File: config.mk
export PLATFORM = sky130hd
export DESIGN_NAME = generatore_mosse
export DESIGN_NICKNAME = d
export VERILOG_FILES = /design/src/rtl/generatore_mosse.sv
export SDC_FILE = /design/constraint.sdc
export NUM_CORES = 1
export LEC_CHECK = 0
export ABC_AREA = 1
export CAP_MARGIN = 20
export CORE_ASPECT_RATIO = 0.6
export CORE_MARGIN = 1
export CORE_UTILIZATION = 57
export DETAILED_ROUTE_END_ITERATION = 7
export PLACE_DENSITY = 0.94
export SYNTH_ARGS = -nofsm -noshare
export SYNTH_HDL_FRONTEND = slang
export SYNTH_SLANG_ARGS = --single-unit
File: constraint.sdc
create_clock -name clk -period 3.52 [get_ports clk]
set_input_delay 0.704 -clock clk [delete_from_list [all_inputs] [get_ports clk]]
set_output_delay 0.704 -clock clk [all_outputs]
set_load 0.03 [all_outputs]
File: src/rtl/generatore_mosse.sv
// ----------------------------------------------------------------------------
// generatore_mosse
// Player-side move generator for the two-player referee. Starts a game with
// the configured manche count, then plays pseudo-random legal move pairs,
// reads back manche/game results and keeps win/draw statistics.
//
// Ports:
//   clk, rst_n          clock (rising edge), asynchronous active-low reset
//   AVVIA               start request (sampled in RIPOSO only)
//   NUM_MANCHE[3:0]     game length code handed to the referee in SETUP
//   SEME[7:0]           LFSR seed loaded on start (0 keeps current value)
//   MANCHE[1:0]         referee manche result (00 invalid, 01/10 win, 11 draw)
//   PARTITA[1:0]        referee game result (00 running, else as MANCHE)
//   PRIMO, SECONDO      player moves (01/10/11, 00 = no move)
//   INIZIA              start strobe to the referee
//   OCCUPATO            game in progress
//   FINITO              one-cycle end-of-game pulse
//   ERRORE              game aborted after MAX_TENTATIVI rejected manches
//   VITTORIE_PRIMO/VITTORIE_SECONDO/PAREGGI  saturating game statistics
//
// Optional build macro: INIEZIONE_ERRORI_EN -- forces PRIMO=00 in GIOCA when
// LFSR[7:5]==000 so the referee reject path gets exercised.
// ----------------------------------------------------------------------------
module generatore_mosse #(
    parameter int MAX_TENTATIVI = 4
) (
    input  logic       clk,
    input  logic       rst_n,
    input  logic       AVVIA,
    input  logic [3:0] NUM_MANCHE,
    input  logic [7:0] SEME,
    input  logic [1:0] MANCHE,
    input  logic [1:0] PARTITA,
    output logic [1:0] PRIMO,
    output logic [1:0] SECONDO,
    output logic       INIZIA,
    output logic       OCCUPATO,
    output logic       FINITO,
    output logic       ERRORE,
    output logic [7:0] VITTORIE_PRIMO,
    output logic [7:0] VITTORIE_SECONDO,
    output logic [7:0] PAREGGI
);

    localparam logic [2:0] RIPOSO = 3'd0;
    localparam logic [2:0] SETUP  = 3'd1;
    localparam logic [2:0] GIOCA  = 3'd2;
    localparam logic [2:0] ATTESA = 3'd3;
    localparam logic [2:0] FINE   = 3'd4;

    localparam logic [3:0] TENT_MAX = 4'(MAX_TENTATIVI);

    logic [2:0] r_stato;
    logic       r_setup_cnt;
    logic [7:0] r_lfsr;
    logic [3:0] r_tent;
    logic [1:0] r_vinc;        // last manche winner: 00 none, 01 PRIMO, 10 SECONDO
    logic [1:0] r_mossa_vinc;  // move the last winner played
    logic [1:0] r_gioc_p;      // pair actually driven in the last GIOCA
    logic [1:0] r_gioc_s;
    logic       r_errore;
    logic [7:0] r_vp;
    logic [7:0] r_vs;
    logic [7:0] r_pa;

    logic       w_fb;
    logic [1:0] w_raw_p;
    logic [1:0] w_raw_s;
    logic [1:0] w_legal_p;
    logic [1:0] w_mossa_p;
    logic [1:0] w_mossa_s;
    logic [3:0] w_tent_inc;

    function automatic logic [1:0] f_mappa(input logic [1:0] raw);
        case (raw)
            2'd1:    f_mappa = 2'b10;
            2'd2:    f_mappa = 2'b11;
            default: f_mappa = 2'b01;   // raw 0 and 3 both map to 01
        endcase
    endfunction

    // (m mod 3) + 1 : 01->10, 10->11, 11->01
    function automatic logic [1:0] f_ruota(input logic [1:0] m);
        case (m)
            2'b01:   f_ruota = 2'b10;
            2'b10:   f_ruota = 2'b11;
            default: f_ruota = 2'b01;
        endcase
    endfunction

    // Fibonacci LFSR, taps 8,6,5,4
    assign w_fb      = r_lfsr[7] ^ r_lfsr[5] ^ r_lfsr[4] ^ r_lfsr[3];
    assign w_raw_p   = f_mappa(r_lfsr[1:0]);
    assign w_raw_s   = f_mappa(r_lfsr[3:2]);

    // A manche winner may not repeat its winning move next manche.
    assign w_legal_p = (r_vinc == 2'b01 && w_raw_p == r_mossa_vinc) ? f_ruota(w_raw_p) : w_raw_p;
    assign w_mossa_s = (r_vinc == 2'b10 && w_raw_s == r_mossa_vinc) ? f_ruota(w_raw_s) : w_raw_s;

`ifdef INIEZIONE_ERRORI_EN
    assign w_mossa_p = (r_lfsr[7:5] == 3'b000) ? 2'b00 : w_legal_p;
`else
    assign w_mossa_p = w_legal_p;
`endif

    assign w_tent_inc = r_tent + 4'd1;

    always_ff @(posedge clk or negedge rst_n) begin
        if (!rst_n) begin
            r_stato      <= RIPOSO;
            r_setup_cnt  <= 1'b0;
            r_lfsr       <= 8'hA5;
            r_tent       <= 4'd0;
            r_vinc       <= 2'b00;
            r_mossa_vinc <= 2'b00;
            r_gioc_p     <= 2'b00;
            r_gioc_s     <= 2'b00;
            r_errore     <= 1'b0;
            r_vp         <= 8'd0;
            r_vs         <= 8'd0;
            r_pa         <= 8'd0;
        end else begin
            case (r_stato)
                RIPOSO: begin
                    if (AVVIA) begin
                        r_stato      <= SETUP;
                        r_setup_cnt  <= 1'b0;
                        r_errore     <= 1'b0;
                        r_tent       <= 4'd0;
                        r_vinc       <= 2'b00;
                        r_mossa_vinc <= 2'b00;
                        if (SEME != 8'd0) r_lfsr <= SEME;
                    end
                end
                SETUP: begin
                    if (r_setup_cnt) r_stato <= GIOCA;
                    else             r_setup_cnt <= 1'b1;
                end
                GIOCA: begin
                    r_lfsr   <= {r_lfsr[6:0], w_fb};
                    r_gioc_p <= w_mossa_p;
                    r_gioc_s <= w_mossa_s;
                    r_stato  <= ATTESA;
                end
                ATTESA: begin
                    if (PARTITA != 2'b00) begin
                        // game result has priority over a rejected manche
                        case (PARTITA)
                            2'b01:   if (r_vp != 8'hFF) r_vp <= r_vp + 8'd1;
                            2'b10:   if (r_vs != 8'hFF) r_vs <= r_vs + 8'd1;
                            default: if (r_pa != 8'hFF) r_pa <= r_pa + 8'd1;
                        endcase
                        r_stato <= FINE;
                    end else if (MANCHE == 2'b00) begin
                        r_tent <= w_tent_inc;
                        if (w_tent_inc == TENT_MAX) begin
                            r_errore <= 1'b1;
                            r_stato  <= FINE;
                        end else begin
                            r_stato <= GIOCA;
                        end
                    end else begin
                        r_tent <= 4'd0;
                        case (MANCHE)
                            2'b01: begin
                                r_vinc       <= 2'b01;
                                r_mossa_vinc <= r_gioc_p;
                            end
                            2'b10: begin
                                r_vinc       <= 2'b10;
                                r_mossa_vinc <= r_gioc_s;
                            end
                            default: begin
                                r_vinc       <= 2'b00;
                                r_mossa_vinc <= 2'b00;
                            end
                        endcase
                        r_stato <= GIOCA;
                    end
                end
                FINE:    r_stato <= RIPOSO;
                default: r_stato <= RIPOSO;
            endcase
        end
    end

    // Moore outputs: decoded from state only, so an asynchronous reset
    // idles them immediately.
    always_comb begin
        PRIMO   = 2'b00;
        SECONDO = 2'b00;
        INIZIA  = 1'b0;
        case (r_stato)
            SETUP: begin
                INIZIA  = 1'b1;
                PRIMO   = NUM_MANCHE[3:2];
                SECONDO = NUM_MANCHE[1:0];
            end
            GIOCA: begin
                PRIMO   = w_mossa_p;
                SECONDO = w_mossa_s;
            end
            default: ;
        endcase
    end

    assign OCCUPATO         = (r_stato != RIPOSO);
    assign FINITO           = (r_stato == FINE);
    assign ERRORE           = r_errore;
    assign VITTORIE_PRIMO   = r_vp;
    assign VITTORIE_SECONDO = r_vs;
    assign PAREGGI          = r_pa;

endmodule
==> metrics.sh <==
OUTCOME='finished clean'
SYNTH.LARGEST_AREA_CELL='sky130_fd_sc_hd__dfrtp_1'
POST_SYNTH_MUX_AREA_SHARE_PCT=0
TIMING.CRITICAL_PATH.ARRIVAL_NS=2.55
YS_SEQ_ELEMENTS=49
CRITPATHTOPFAMILY='buffers and inverters'
MAPPEDNETLISTNETS=462
SYNTH-COMPOUND-AREA-SHARE_PCT=4.66
YOSYS.CELL_TYPES.COUNT=25
GRT_ANTENNA_BEFORE_REPAIR=0
CRITICAL_PATH_DEPTH=10
WORSTHOLDPATHTYPE='input pin to async pin'
REPORT.FINAL.SLEW_VIOL_COUNT=0
MOST_PREVALENT_STANDARD_CELL_ON_THE_CRITICAL_PATH='sky130_fd_sc_hd__nand2_1'
DIE_WIDTH_UM=95.4
COUNT_OF_BUFFERS_INSERTED_AT_THE_TOP_LEVEL_PORTS=50
GLOBALROUTEOVERFLOWTOTAL=0
DRT-WIRELENGTH-PER-CELL_UM=12.6
VIAS=2826
TIMING.CRITICAL_PATH.SLOWEST_CELL_DELAY_NS=0.67
CLK_ROOT_BUFFER_CELL='sky130_fd_sc_hd__clkbuf_8'
NUMBER_OF_BUFFERS_INSERTED_FOR_HOLD_REPAIR_AFTER_CLOCK_TREE_SYNTHESIS=0
NETLIST_AREA_MM2=0.00298
CRITPATHBUFINV=2
PERIOD_SHARE_PCT=92.4
SYNTH-ADDER-AREA-SHARE_PCT=5.46
CTS.HTREE.LEVELS=2
RRSETUPSLACK_NS=1.77
CTSLONGESTPATHBUFFERS=2
CTS_TREE='done'
FINALPOWER_mW=2.58
TOTAL_CLOCK_SINKS=49
CRIT_CHAIN='inv_1 > ha_1 > nand2_1 > nand2_1 > nor2_1 > nand2_1 > nand2_1 > nand3_1 > nand2_1 > clkdlybuf4s50_1'
DP.FINAL_HPWL_UM=5230
SYNTH_WARNINGS=0
ANTENNA_VIOLATING_NETS_POST_ROUTE=0
SYNTH.AREA.TOP_CELLS='sky130_fd_sc_hd__dfrtp_1 38%, sky130_fd_sc_hd__nand2_1 26%, sky130_fd_sc_hd__ha_1 5.5%'
DIE_FOOTPRINT_MM2=0.00553
DETAILEDROUTE.FIRSTITERATIONVIOLATIONS=173
P_LEAK_nW=1.87
FF2FF_PATH_DEPTH=7
TNS_NS=0
FINALHOLDVIOLATIONS=0
MAXIMUM_NUMBER_OF_PINS_ON_ONE_NET_BEFORE_GLOBAL_ROUTE_REPAIR=49
SEQ_AREA_FRAC_SYNTH_PCT=41.3
CRITPATHCAPTURE='PRIMO[0]'
DETAIL_ROUTE.VIAS_PER_CELL=5.13
DRIVE_GT1_SHARE_PCT=5.53
PERIOD_MINUS_SLACK_NS=3.25
ROUTABILITYCONGESTION=0.838
SETUP_VIOLATIONS=0
WORSTSETUPPATHTYPE='flop to output port'
POSTCTSSETUPBUFFERS=0
CRIT_PATH_START='r_lfsr[0]$_DFFE_PN1P_'
LIBRARY_CELL_CONTRIBUTING_THE_LARGEST_SINGLE_DELAY_ON_THE_CRITICAL_PATH='sky130_fd_sc_hd__clkdlybuf4s50_1'
CHIPHEIGHT_UM=58.0
POST_LAYOUT_NETS=519
POWER-PER-CELL-AREA_mW_PER_MM2=707
PATH_CLK_SLEW_NS=0.09
SYNTH_LARGEST_TYPE_AREA_FRACTION_PCT=37.8
BOUNDARYPINS=51
REG_TO_REG_STARTPOINT='r_stato[1]$_DFFE_PN0P_'
TRACK_USAGE_PCT=27.7
START_KIND='flop'
DRCVIOLATIONCOUNT=0
INSERTION_DELAY_NS=0.30
GRT_PASS1_WL_UM=11900
SYNTH_XOR_AREA_SHARE_PCT=3.82
NUMBER_OF_MAX_CAPACITANCE_VIOLATIONS_REPORTED=0
NUMBER_OF_GLOBAL_ROUTE_VIAS_BEFORE_REPAIR=2679
SYNTH-SIMPLE-AREA-SHARE_PCT=38.2
TIMING.MAX_SLEW.REL_SLACK_PCT=67.8
FMAX_ACHIEVED_GHz=0.307
TIMING.CLOCK.SKEW_NS=0.00457
MAX_SLEW.WORST_PIN.SLEW_NS=0.481
TOTALWIRELENGTH_UM=6930
RSZ0062_AT_GRT='false'
CRITICAL_PATH_PEAK_FANOUT=4
CORE_MM2=0.00480
ANTENNA-DIODE-COUNT=0
IR_DROP_uV=412
SYNTHCELLS=430
DR.PASS1.ITERS=4
CTS_RESIZED=0
DOMINANT_COMBINATIONAL_CELL_FAMILY_BY_AREA_AFTER_SYNTHESIS='simple AND/OR/NAND/NOR gates'
AREA_GROWTH_PCT=22.5
SYNTH.AVG_CELL_AREA_UM2=6.93
SETUP.WORST_PATH.END_CLASS='output port'
RR_ENDPOINT='PAREGGI[0]$_DFFE_PN0P_'
CTS-BUFFERS-INSERTED=5
START_UTIL_PCT=62.1
PLACEMENT_ROWS=19
CRIT_REQUIRED_NS=2.82
-- final cells by class --
cell class | count | area [µm²]
multi-input combinational | 331 | 1560
tap | 63 | 78.8
inverter | 47 | 176
timing repair buffer | 53 | 531
clock buffer | 8 | 80.1
sequential | 49 | 1230
fill | 375 | 1150
-- routing by layer --
layer	vias to the layer above	part of all wire, %	GRT usage, %
li1	1443	-	-
met1	1292	47	38.7
met2	87	46	45.3
met3	4	5.9	4.99
met4	0	0.36	6.71
met5	-	0	0
-- worst register-to-register path: cells and delay by family (launching register included) --
| kind | cells | cell delay [ns] |
|---|---|---|
| AOI/OAI and AO/OA | 1 | 0.38 |
| buffers and inverters | 1 | 0.21 |
| DFF | 1 | 0.48 |
| and+or+nand+nor | 5 | 0.58 |
-- flip-flops by register name, summed over array words and instances (netlist names) --
name,cells
r_tent,4
r_mossa_vinc,2
r_gioc_s,2
VITTORIE_SECONDO,8
ERRORE,1
r_setup_cnt,1
r_gioc_p,2
VITTORIE_PRIMO,8
PAREGGI,8
r_stato,3
r_vinc,2
r_lfsr,8
-- synthesized netlist by cell type (all sizes together) --
master and number:
dfstp 4, nand3b 1, ha 13, nand4 7, o21ai 18, a22o 2, dfrtp 45, buf 3
a21oi 4, inv 47, nor2 33, o21bai 1, nor3 4, nand3 24, xnor2 6, xor2 7
nand2 211
-- placed cells by master, fill, tap and decap left out, types with 5 or more instances in the layout --
cell                                n
sky130_fd_sc_hd__nor2_1            31
sky130_fd_sc_hd__inv_1             43
sky130_fd_sc_hd__o21ai_0           10
sky130_fd_sc_hd__dfrtp_1           45
sky130_fd_sc_hd__ha_1              13
sky130_fd_sc_hd__o21ai_1            8
sky130_fd_sc_hd__nand3_1           23
sky130_fd_sc_hd__xor2_1             7
sky130_fd_sc_hd__nand4_1            7
sky130_fd_sc_hd__clkdlybuf4s50_1   49
sky130_fd_sc_hd__nand2_1          208
sky130_fd_sc_hd__clkbuf_8           5
sky130_fd_sc_hd__xnor2_1            6
-- power breakdown --
group | switching [mW] | total [mW] | internal, mW
logic | 0.827 | 1.31 | 0.487
clock network | 0.183 | 0.325 | 0.142
registers | 0.197 | 0.945 | 0.748
total | 1.21 | 2.58 | 1.38
-- how the worst min path moves through the flow --
stage	endpoint	slack, ns	cells after the start
global route	r_gioc_p[1]$_DFFE_PN0P_	0.25	1
finish	r_gioc_s[1]$_DFFE_PN0P_	0.25	1
detailed placement	r_lfsr[6]$_DFFE_PN0P_	0.47	2
floorplan	ERRORE$_DFFE_PN0P_	0.41	0
CTS	r_lfsr[0]$_DFFE_PN1P_	0.49	2
global placement	r_lfsr[6]$_DFFE_PN0P_	0.47	2
-- metrics by stage --
step / hold slack [ns] / instances / worst slack (ns) / utilization, % / area, µm²
after floorplan: 0.408 / 430 / 1.25 / - / 2980
after global placement: 0.466 / 542 / 0.684 / 74.0 / 3550
after detailed placement: 0.473 / 542 / 0.616 / 74.0 / 3550
after CTS: 0.491 / 550 / 0.259 / 75.6 / 3630
after global routing: 0.245 / 551 / 0.144 / 76.1 / 3650
final: 0.251 / 551 / 0.267 / 76.1 / 3650
-- logic make-up (layout without fill, tap and decap cells) --
| kind of cell | count (synthesis) | in the layout |
|---|---|---|
| adders and majority gates | 13 | 13 |
| AOI/OAI and AO/OA | 25 | 25 |
| xor gates and xnor gates | 13 | 13 |
| buffers and inverters | 50 | 108 |
| and+or+nand+nor | 280 | 280 |
| DFF | 49 | 49 |
No activity file was read; power rests on OpenSTA's default activity.
